--- src/rtl/updown_counter_7seg.sv ---
// Up/down counter with edge-detected buttons, parallel load, wrap/saturate limits,
// and a sequential double-dabble converter driving N-digit active-low 7-segment output.
module updown_counter_7seg #(
    parameter int             N        = 6,
    parameter int             DIGITS   = 2,
    parameter bit             SATURATE = 1'b0,
    parameter logic [N-1:0]   INIT     = {N{1'b1}}
) (
    input  logic                  clk,
    input  logic                  reset,
    input  logic                  inc,
    input  logic                  dec,
    input  logic                  load,
    input  logic [N-1:0]          load_value,
    output logic [N-1:0]          count,
    output logic                  zero,
    output logic                  limit,
    output logic [7*DIGITS-1:0]   seg,
    output logic                  disp_valid
);

    localparam int             BW       = 4 * DIGITS;
    localparam int             CW       = $clog2(N + 1);
    localparam logic [N-1:0]   MAX      = {N{1'b1}};
    localparam logic [N-1:0]   ONE      = {{(N-1){1'b0}}, 1'b1};
    localparam logic [CW-1:0]  CNT_ONE  = {{(CW-1){1'b0}}, 1'b1};
    localparam logic [CW-1:0]  LAST_BIT = CW'(N - 1);

    typedef enum logic [1:0] {
        IDLE  = 2'd0,
        SHIFT = 2'd1,
        WRITE = 2'd2
    } conv_state_t;

    // ------------------------------------------------------------------
    // Counter
    // ------------------------------------------------------------------
    logic         inc_prev, dec_prev;
    logic         inc_ev, dec_ev;
    logic [N-1:0] count_next;
    logic         limit_next;

    assign inc_ev = inc & ~inc_prev;
    assign dec_ev = dec & ~dec_prev;
    assign zero   = (count == '0);

    always_comb begin
        count_next = count;
        limit_next = 1'b0;
        if (load) begin
            count_next = load_value;
        end else if (inc_ev && dec_ev) begin
            count_next = count;
        end else if (inc_ev) begin
            if (count == MAX) begin
                limit_next = 1'b1;
                count_next = SATURATE ? MAX : '0;
            end else begin
                count_next = count + ONE;
            end
        end else if (dec_ev) begin
            if (count == '0) begin
                limit_next = 1'b1;
                count_next = SATURATE ? '0 : MAX;
            end else begin
                count_next = count - ONE;
            end
        end
    end

    // Prev registers sample the buttons even in reset so a held button is not an edge.
    always_ff @(posedge clk) begin
        inc_prev <= inc;
        dec_prev <= dec;
        if (reset) begin
            count <= INIT;
            limit <= 1'b0;
        end else begin
            count <= count_next;
            limit <= limit_next;
        end
    end

    // ------------------------------------------------------------------
    // Binary to BCD converter and segment encoder
    // ------------------------------------------------------------------
    function automatic logic [BW-1:0] dabble_adjust(input logic [BW-1:0] b);
        logic [BW-1:0] r;
        r = b;
        for (int k = 0; k < DIGITS; k++) begin
            if (b[4*k +: 4] >= 4'd5) begin
                r[4*k +: 4] = b[4*k +: 4] + 4'd3;
            end
        end
        return r;
    endfunction

    function automatic logic [6:0] seg7(input logic [3:0] d);
        logic [6:0] s;
        case (d)
            4'd0:    s = 7'b1000000;
            4'd1:    s = 7'b1111001;
            4'd2:    s = 7'b0100100;
            4'd3:    s = 7'b0110000;
            4'd4:    s = 7'b0011001;
            4'd5:    s = 7'b0010010;
            4'd6:    s = 7'b0000010;
            4'd7:    s = 7'b1111000;
            4'd8:    s = 7'b0000000;
            4'd9:    s = 7'b0010000;
            default: s = 7'b1111111;
        endcase
        return s;
    endfunction

    conv_state_t           state, state_next;
    logic [N-1:0]          snap, snap_next;
    logic [N-1:0]          sr, sr_next;
    logic [N-1:0]          shown, shown_next;
    logic [BW-1:0]         bcd, bcd_next;
    logic [CW-1:0]         bit_cnt, bit_cnt_next;
    logic                  first, first_next;
    logic [7*DIGITS-1:0]   seg_next;
    logic                  disp_valid_next;

    always_comb begin
        state_next      = state;
        snap_next       = snap;
        sr_next         = sr;
        shown_next      = shown;
        bcd_next        = bcd;
        bit_cnt_next    = bit_cnt;
        first_next      = first;
        seg_next        = seg;
        disp_valid_next = disp_valid;
        case (state)
            IDLE: begin
                if (count != shown || first) begin
                    snap_next       = count;
                    sr_next         = count;
                    bcd_next        = '0;
                    bit_cnt_next    = '0;
                    disp_valid_next = 1'b0;
                    first_next      = 1'b0;
                    state_next      = SHIFT;
                end
            end
            SHIFT: begin
                {bcd_next, sr_next} = {dabble_adjust(bcd), sr} << 1;
                bit_cnt_next        = bit_cnt + CNT_ONE;
                if (bit_cnt == LAST_BIT) begin
                    state_next = WRITE;
                end
            end
            WRITE: begin
                for (int k = 0; k < DIGITS; k++) begin
                    seg_next[7*k +: 7] = seg7(bcd[4*k +: 4]);
                end
                shown_next = snap;
                if (count == snap) begin
                    disp_valid_next = 1'b1;
                    state_next      = IDLE;
                end else begin
                    // Stale result: restart from the latest count in the same cycle,
                    // which keeps worst-case settling at two conversions.
                    snap_next       = count;
                    sr_next         = count;
                    bcd_next        = '0;
                    bit_cnt_next    = '0;
                    disp_valid_next = 1'b0;
                    state_next      = SHIFT;
                end
            end
            default: begin
                state_next = IDLE;
            end
        endcase
    end

    always_ff @(posedge clk) begin
        if (reset) begin
            state      <= IDLE;
            snap       <= '0;
            sr         <= '0;
            shown      <= '0;
            bcd        <= '0;
            bit_cnt    <= '0;
            first      <= 1'b1;
            seg        <= '1;
            disp_valid <= 1'b0;
        end else begin
            state      <= state_next;
            snap       <= snap_next;
            sr         <= sr_next;
            shown      <= shown_next;
            bcd        <= bcd_next;
            bit_cnt    <= bit_cnt_next;
            first      <= first_next;
            seg        <= seg_next;
            disp_valid <= disp_valid_next;
        end
    end

endmodule

--- config.mk ---
export PLATFORM = sky130hd
export DESIGN_NAME = updown_counter_7seg
export DESIGN_NICKNAME = d
export VERILOG_FILES = /design/src/rtl/updown_counter_7seg.sv
export SDC_FILE = /design/constraint.sdc
export NUM_CORES = 1
export LEC_CHECK = 0
export ABC_AREA = 1
export ABC_CLOCK_PERIOD_IN_PS = 2260
export CAP_MARGIN = 5
export CORE_MARGIN = 1
export CORE_UTILIZATION = 35
export CTS_CLUSTER_DIAMETER = 60
export DETAILED_ROUTE_END_ITERATION = 12
export GPL_TIMING_DRIVEN = 0
export SETUP_SLACK_MARGIN = 0.02
export SLEW_MARGIN = 20
export SYNTH_ARGS = -nofsm -noshare
export SYNTH_HDL_FRONTEND = slang
export SYNTH_SLANG_ARGS = --single-unit
--- constraint.sdc ---
create_clock -name clk -period 2.26 [get_ports clk]
set_clock_uncertainty 0.2 [all_clocks]
set_input_delay 0.452 -clock clk [delete_from_list [all_inputs] [get_ports clk]]
set_output_delay 0.452 -clock clk [all_outputs]
set_load 0.02 [all_outputs]
==> Word-level counts from Yosys, hierarchy flattened <==
Memory sizes are Yosys's and may differ from the RTL's. A register that Yosys moved wholly into a read port is not among the register bits.
Index checks and enable logic that the tools add are counted.
{ "op_classes": {"mux": 29, "n_eq_ne": 10, "n_lt_le_gt_ge": 2, "bitwise": 4, "n_reduce_logical": 14, "addsub": 5} }
{ "ops": {"columns": ["operator", "n"], "rows": [
  ["6-bit two-way mux", 8],
  ["8-bit case mux with 3 select lines", 1],
  ["6-bit case mux with 3 select lines", 1],
  ["8-bit two-way mux", 2],
  ["6-bit case mux with 2 select lines", 1],
  ["3-bit two-way mux", 3],
  ["3-bit case mux with 3 select lines", 1],
  ["4-bit by 3-bit >= comparator with 1-bit output, second input constant", 2],
  ["2-bit inequality test, second input constant", 4],
  ["2-bit AND reduction", 4],
  ["1-bit two-way mux", 7],
  ["6-bit by 1-bit adder with 6-bit output, second input constant", 1],
  ["6-bit equality test", 1],
  ["6-bit equality test, second input constant", 1],
  ["6-bit zero test", 1],
  ["6-bit inequality test", 1],
  ["2-bit case mux with 3 select lines", 1],
  ["3-bit AND reduction", 2],
  ["3-bit nonzero test", 2],
  ["6-bit by 1-bit subtractor with 6-bit output, second input constant", 1],
  ["4-bit by 2-bit adder with 4-bit output, second input constant", 1],
  ["2-bit two-way mux", 2],
  ["4-bit two-way mux", 1],
  ["3-bit by 1-bit adder with 3-bit output, second input constant", 1],
  ["other kinds (12)", 14]
]} }
{ "totals": {"ff_bits": 42, "rom_bits": 224, "mem_count": 2, "wordCells": 78, "output_inout_bits": 23} }
{ "memory_table": {"columns": ["memory", "depth", "word_bits", "read_ports", "rd_ports_with_merged_regs", "write_ports", "line", "source"], "rows": [
  ["(name not given)", 16, 7, 1, 1, 0, "100", "case (d)"],
  ["(name not given)", 16, 7, 1, 1, 0, "100", null]
]} }

==> Logic depth before layout (Yosys ltp) <==
{ "logic_depth": {"depth_word": 6, "depth_mapped": 12, "mapped_depth_nobuf": 10} }

==> Worst setup path after synthesis <==
Ideal clock, no wire load.
{ "synth_timing": {"path_kind": "reg-to-reg", "startpoint": "register count[2]", "endpoint": "register bcd[3]", "path_stages_with_launch": 11, "arrival_time_ns": 1.558, "path_slack_ns": 0.432, "cell_sequence": "dfxtp_1 -> buf_4 -> inv_2 -> nand2_1 -> nand2_1 -> nor3_2 -> nand3_4 -> nand2_4 -> buf_12 -> nand2_2 -> a21oi_2"} }
{ "synth_between": {"elab_chain_cells": 4} }
{ "synth_lines": {"columns": ["element", "line", "source"], "rows": [
  ["start, declared", "15", "output logic [N-1:0] count,"],
  ["start signal, assigned", "79", "count <= count_next;"],
  ["6-bit inequality test", "138", "if (count != shown || first) begin"],
  ["1-bit logical OR", "138", null],
  ["2-bit inequality test (no source line)", null, null],
  ["3-bit AND reduction (no source line) *", null, null],
  ["end signal, assigned", "196", "bcd <= bcd_next;"],
  ["end, declared", "120", "logic [BW-1:0] bcd, bcd_next;"]
]} }
Every way passes the cells marked *; elsewhere a longest branch is shown, timed or not.
A chain may end at the register's enable or synchronous reset.

==> Final worst setup path <==
{ "layout_timing": {"startpoint": "register count[3]", "endpoint": "output port count[3]"} }
No word-level cell between the ends.

==> impl_metrics.tcl <==
set metrics [dict create \
    synth_cell_types 32 \
    grt_antenna_before_repair 0 \
    wl_um 7230 \
    min_period_over_period_pct 93.4 \
    layout_common_cells "nand2_1, dfxtp_1, inv_1, o21ai_0, nand3_1" \
    cp-end-kind "output port" \
    finalCoreUtilization_pct 43.4 \
    clk_pin_slew_ns 0.10 \
    die-area_um2 9130 \
    syn_avg_cell_area_um2 7.09 \
    htree_levels 2 \
    hold_violations 0 \
    seqCellArea_um2 1120 \
    synth_top_family_by_area "simple AND/OR/NAND/NOR gates" \
    antenna_cells 0 \
    syn_inst 432 \
    pre_cts_ws_ns -0.244 \
    synth-compound-area-share_pct 17.7 \
    first_pass_iters 4 \
    via_per_inst 4.94 \
    report.final.slew_viol_count 0 \
    critPathBufInv 1 \
    fin_area_um2 3620 \
    slowest_stage "clkdlybuf4s50_1" \
    grt_max_degree 17 \
    p_per_area_nw_per_um2 561 \
    cts_root_buffer "clkbuf_8" \
    critPathMaxStageDelay_ns 0.66 \
    relSlewSlack_pct 53.1 \
    cts_buffer_depth 2 \
    synthToLayoutAreaGrowth_pct 18.3 \
    tightest_slew_ns 0.704 \
    ys_seq_elements 56 \
    path_cells "clkdlybuf4s50_1" \
    outcome "finished clean" \
    power.total_mw 2.03 \
    place_congestion 0.867 \
    worstPathRequired_ns 1.61 \
    fillCellCount 892 \
    synthAdderAreaFrac_pct 6.54 \
    yosys_warnings 0 \
    period_minus_slack_ns 2.11 \
    grt_pass1_vias 2580 \
    synth_fp_nets 459 \
    dp_cells 569 \
    holdBufCountCts 0 \
    max_cap_viol_count 0 \
    ios 34 \
    cpLargestDelayFamily "buffers and inverters" \
    grt-ovfl-total 0 \
    postPlaceCellArea_um2 3510 \
    dp_hpwl_um 5390 \
    drt_iter0_drc 177 \
    cts_tree "yes" \
    synth_mux_area_share_pct 0 \
    drive_gt1_share_pct 11.2 \
    start_util_pct 36.7 \
    hp-class "register to register" \
    portBuffers 32 \
    insertion_delay_ns 0.31 \
    startpoint_type "register" \
    grt_pass1_wl_um 12000 \
    final_common_cell "nand2_1" \
    yosysSeqAreaShare_pct 36.6 \
    grt_usage_pct 16.9 \
    core-area_um2 8340 \
    setup_viol 0 \
    synth_xor_area_share_pct 1.43 \
    vias 2852 \
    setup_slack_ns 0.150 \
    max_clock_freq_mhz 474 \
    num_rows 33 \
    drcViolationCount 0 \
    rsz0062_at_grt "yes" \
    clock-sinks 56 \
    p_leak_nw 1.55 \
    antenna_left 0 \
    instances_no_fill 577 \
    synthSimpleGateAreaFrac_pct 29.3 \
    die_x_um 95.5 \
    timing_worst_setup_path_type "register to output port" \
    die_y_um 95.5 \
    arrival_ns 1.46 \
    layout.nets 498 \
    cts_buffers 5 \
    crit_fanout 6 \
    vdd_drop_max_v 0.000379 \
    netlist_area_um2 3060 \
    multi_input_area_um2 1690 \
    wl_per_cell_um 12.5 \
]
worst paths after layout:
check / from / cells after the start / endpoint / slack [ns]
max reg2reg: bcd[0] / 6 / bcd[3] / 0.23
max: count[3] / 1 / count[3] / 0.15
min: snap[0] / 2 / snap[0] / 0.27
min reg2reg: snap[0] / 2 / snap[0] / 0.27
synth_stat cells:
cell         n  share of area (%)
nand2_2     12                2.5
nor2_2       1               0.20
nor2_4       1               0.37
buf_4        3               0.74
a21oi_1     30                4.9
or2_2        5                1.0
a22oi_1      2               0.49
nor3_4       1               0.53
inv_1       41                5.0
o211ai_1    10                2.5
ha_1        16                6.5
inv_2        5               0.61
buf_2        2               0.33
o21ai_0     34                5.6
xor2_1       5                1.4
clkbuf_1     9                1.1
nand3_4      1               0.57
o22ai_1      2               0.41
nand3_1     34                5.6
a31oi_1      4               0.82
nor3_1       2               0.33
o21ai_1      1               0.16
a21oi_2      9                2.6
nor4_1       1               0.20
nand2_1    112                 14
dfxtp_1     56                 37
buf_12       1               0.65
nand2_4      1               0.37
o2111ai_1    1               0.29
nor2_1      28                3.4
nand4_1      1               0.20
nor3_2       1               0.33
what timing repair did:
action | in CTS | in global routing
setup endpoints to repair | 1 | 6
gates resized for setup | 3 | 3
buffers inserted | 0 | 0
registers in the layout, indices dropped and copies added, names as in the netlist:
register and count:
shown 6, first 1, snap 6, inc_prev 1, disp_valid 1, bit_cnt 3
dec_prev 1, bcd 8, state 2, seg 14, limit 1, count 6
sr 6
cell families (layout without fill, tap and decap cells):
logic type | Yosys count | in the layout
xor gates and xnor gates | 5 | 5
buffers and inverters | 61 | 101
AOI/OAI and AO/OA | 93 | 93
and+or+nand+nor | 201 | 201
adders and majority gates | 16 | 16
DFF | 56 | 56
cell type report:
type                    instances  area share (%)
multi-input cells             315            46.5
flip-flops and latches         56            31.0
repair buffers                 32            8.70
inverters                      46            4.77
well taps                     105            3.63
plain buffers                  15            2.38
clock buffers                   6            2.00
clock inverters                 2           0.967
power breakdown:
part           switching, mW  internal, mW
registers             0.0351          1.03
logic                  0.198         0.121
clock network          0.321         0.330
total                  0.555          1.48
worst reg2reg max path: stages (launching register included):
cell and delay (ns):
dfxtp_1 0.45, inv_1 0.15, ha_1 0.27, a31oi_1 0.41, inv_1 0.13, o211ai_1 0.22, a21oi_2 0.08
per-layer routing:
| metal | GRT usage [%] | vias up | part of all wire (%) |
|---|---|---|---|
| met5 | 0 | - | 0 |
| met4 | 4.98 | 0 | 1.1 |
| met3 | 2.39 | 6 | 3.9 |
| met2 | 26.5 | 52 | 45 |
| met1 | 23.9 | 1302 | 50 |
| li1 | - | 1492 | - |
per-stage QoR:
| stage | setup TNS [ns] | hold WS [ns] |
|---|---|---|
| 3_3_place_gp | -1.07 | 0.246 |
| 6_report | 0 | 0.268 |
| 3_5_place_dp | -1.15 | 0.252 |
| 2_1_floorplan | 0 | 0.238 |
| 4_1_cts | 0 | 0.267 |
| 5_1_grt | 0 | 0.281 |
Power figures use the tool's default switching activity.
==> variant (same settings) <==
Change the parameter `DIGITS` from 2 to 4.
--- a/src/rtl/updown_counter_7seg.sv
+++ b/src/rtl/updown_counter_7seg.sv
@@ -2,7 +2,7 @@
 // and a sequential double-dabble converter driving N-digit active-low 7-segment output.
 module updown_counter_7seg #(
     parameter int             N        = 6,
-    parameter int             DIGITS   = 2,
+    parameter int             DIGITS   = 4,
     parameter bit             SATURATE = 1'b0,
     parameter logic [N-1:0]   INIT     = {N{1'b1}}
 ) (
Interface: changed (resized seg); port bits go from 34 to 48. No check against the original RTL was run, so the function may have changed too.
==> variant against the unedited design <==
The flow now finishes with violations (design-rule violations). Final cell count up 41%. Worst hold slack got worse by 12 ps. Synthesized area is 38% higher. Clock power up 100%. Sequential share of layout area is 0.63 points lower. Final area grew 42%. Setup slack got worse by 70 ps. Highest routed layer unchanged. Routed wire length rose by 54%. Register-to-register slack improved by 30 ps. Critical path depth rose by 4. Power grew 54%. Sequential cell count rose by 22.
==> variant: results <==
[place]
dpl.hpwl_mm = 7.95
buffer_ports.inserted = 47
routabilityCongestion = 0.841

[global_route]
vias_in_the_first_global_route = 3778
grt_pass1_wl_mm = 18.3
largest_net_degree_at_the_start_of_global_routing = 13
gr_usage_total = 0.188

[clock_network]
worst_setup_hold_path_clk_slew_ps = 60
max-clock-path-buffers = 2
clockRootBuffer = sky130_fd_sc_hd__clkbuf_16
clock_tree.htree_level_count = 3
numCtsBuffers = 9
clkLatencyLatePin_ps = 340

[worst_setup_path]
worst_r2r_path_depth = 7
r2r-start = state[1]
worst_ep_arrival_time_ps = 1530
worstReg2RegEnd = seg[25]
reg2reg_slack_ps = 260
worstSetupStartpoint = count[1]
critical_path.endpoint = zero
worst-path-max-fanout = 8

[route]
detail_route.drc_violations = 3
drt_iter0_markers = 252
routed-via-count = 4098
drt-pass1-iter-count = 9
routed_wirelength_normalized_by_instance_count_um = 13.7

[pwr]
netSwitchingPower_mw = 0.813
power.leakage_nw = 2.21
irDropWorstVdd_uv = 403

[logic_synthesis]
synth.yosys.seq_area_share = 0.369
yosysWarningCount = 0
async_reset_ff_frac = 0
top_area_cells_in_the_synthesized_netlist = sky130_fd_sc_hd__dfxtp_1 37%, sky130_fd_sc_hd__nand2_1 11%, sky130_fd_sc_hd__ha_1 7.7%
synth.distinct_cells = 31
mappedNetlistNets = 642
yosys-top-cells-count = 129 x sky130_fd_sc_hd__nand2_1, 78 x sky130_fd_sc_hd__dfxtp_1, 67 x sky130_fd_sc_hd__nor2_1

[final_layout]
filler_cells = 1198
layout_cell_share_with_drive_strength_beyond_1 = 0.0749
final_net_count = 700
reg_top3 = seg: 28 flops, bcd: 16 flops

[run_status]
outcome = complete, but fails checks
failed_checks = design-rule violations

[timing]
timing_worst_slew_pin_value_ps = 630

[die]
initial_utilization = 0.364
## variant: stage by stage
stage	cells	power (mW)	setup WS [ps]	cell area (sq um)	utilization
after global routing	811	3.27	27.6	5160	0.444
after CTS	811	3.15	23.0	5150	0.443
after global placement	795	1.81	-169	4880	0.420
after floorplan	605	1.70	478	4230	-
final	811	3.12	79.7	5160	0.444
after detailed placement	795	1.81	-204	4880	0.420
## variant: cell families (layout without fill, tap and decap cells)
group | Yosys count | after routing | share of synthesized area
and+or+nand+nor | 268 | 268 | 0.270
AOI/OAI and AO/OA | 135 | 135 | 0.175
buffers and inverters | 88 | 151 | 0.0882
DFF | 78 | 78 | 0.369
adders and majority gates | 26 | 26 | 0.0769
xor gates and xnor gates | 10 | 10 | 0.0207
## variant: layout make-up
type,instances,area (sq um),area share
Multi-Input combinational cell,439,2300,0.446
Sequential cell,78,1570,0.304
Timing Repair Buffer,47,470,0.0912
Clock buffer,12,246,0.0478
Inverter,63,236,0.0458
Tap cell,143,179,0.0347
Buffer,25,138,0.0267
Clock inverter,4,22.5,0.00436
## variant: power by group through the flow
| stage | clock (mW) | sequential, mW | combinational, mW |
|---|---|---|---|
| global placement | 0 | 1.48 | 0.325 |
| CTS | 1.37 | 1.46 | 0.330 |
| detailed placement | 0 | 1.49 | 0.328 |
| floorplan | 0 | 1.49 | 0.214 |
| finish | 1.33 | 1.46 | 0.331 |
| global route | 1.43 | 1.46 | 0.374 |
## variant: repair_timing
item,4_1_cts,5_1_grt
endpoints found under the setup margin,1,8
cloned,0,0
resized for setup,4,5
buffers inserted,0,0
## variant: worst min-delay path by stage
stage,start,endpoint,slack (ps),cells past startpoint
floorplan,first,first,220,2
global route,seg[19],seg[19],280,2
detailed placement,first,first,240,2
CTS,first,first,260,2
global placement,first,first,240,2
finish,first,first,260,2
## variant: worst max-delay path, stage by stage (launching register included)
cell	delay, ps
sky130_fd_sc_hd__dfxtp_2	370
sky130_fd_sc_hd__inv_2	130
sky130_fd_sc_hd__ha_1	160
sky130_fd_sc_hd__nand4_1	140
sky130_fd_sc_hd__inv_1	80
sky130_fd_sc_hd__clkdlybuf4s15_1	290
## variant: routing by layer
layer	vias up	wire, um	GRT usage
met5	-	0	0
met4	0	219	0.0946
met3	17	483	0.0305
li1	2121	-	-
met1	1865	5360	0.248
met2	95	5060	0.295
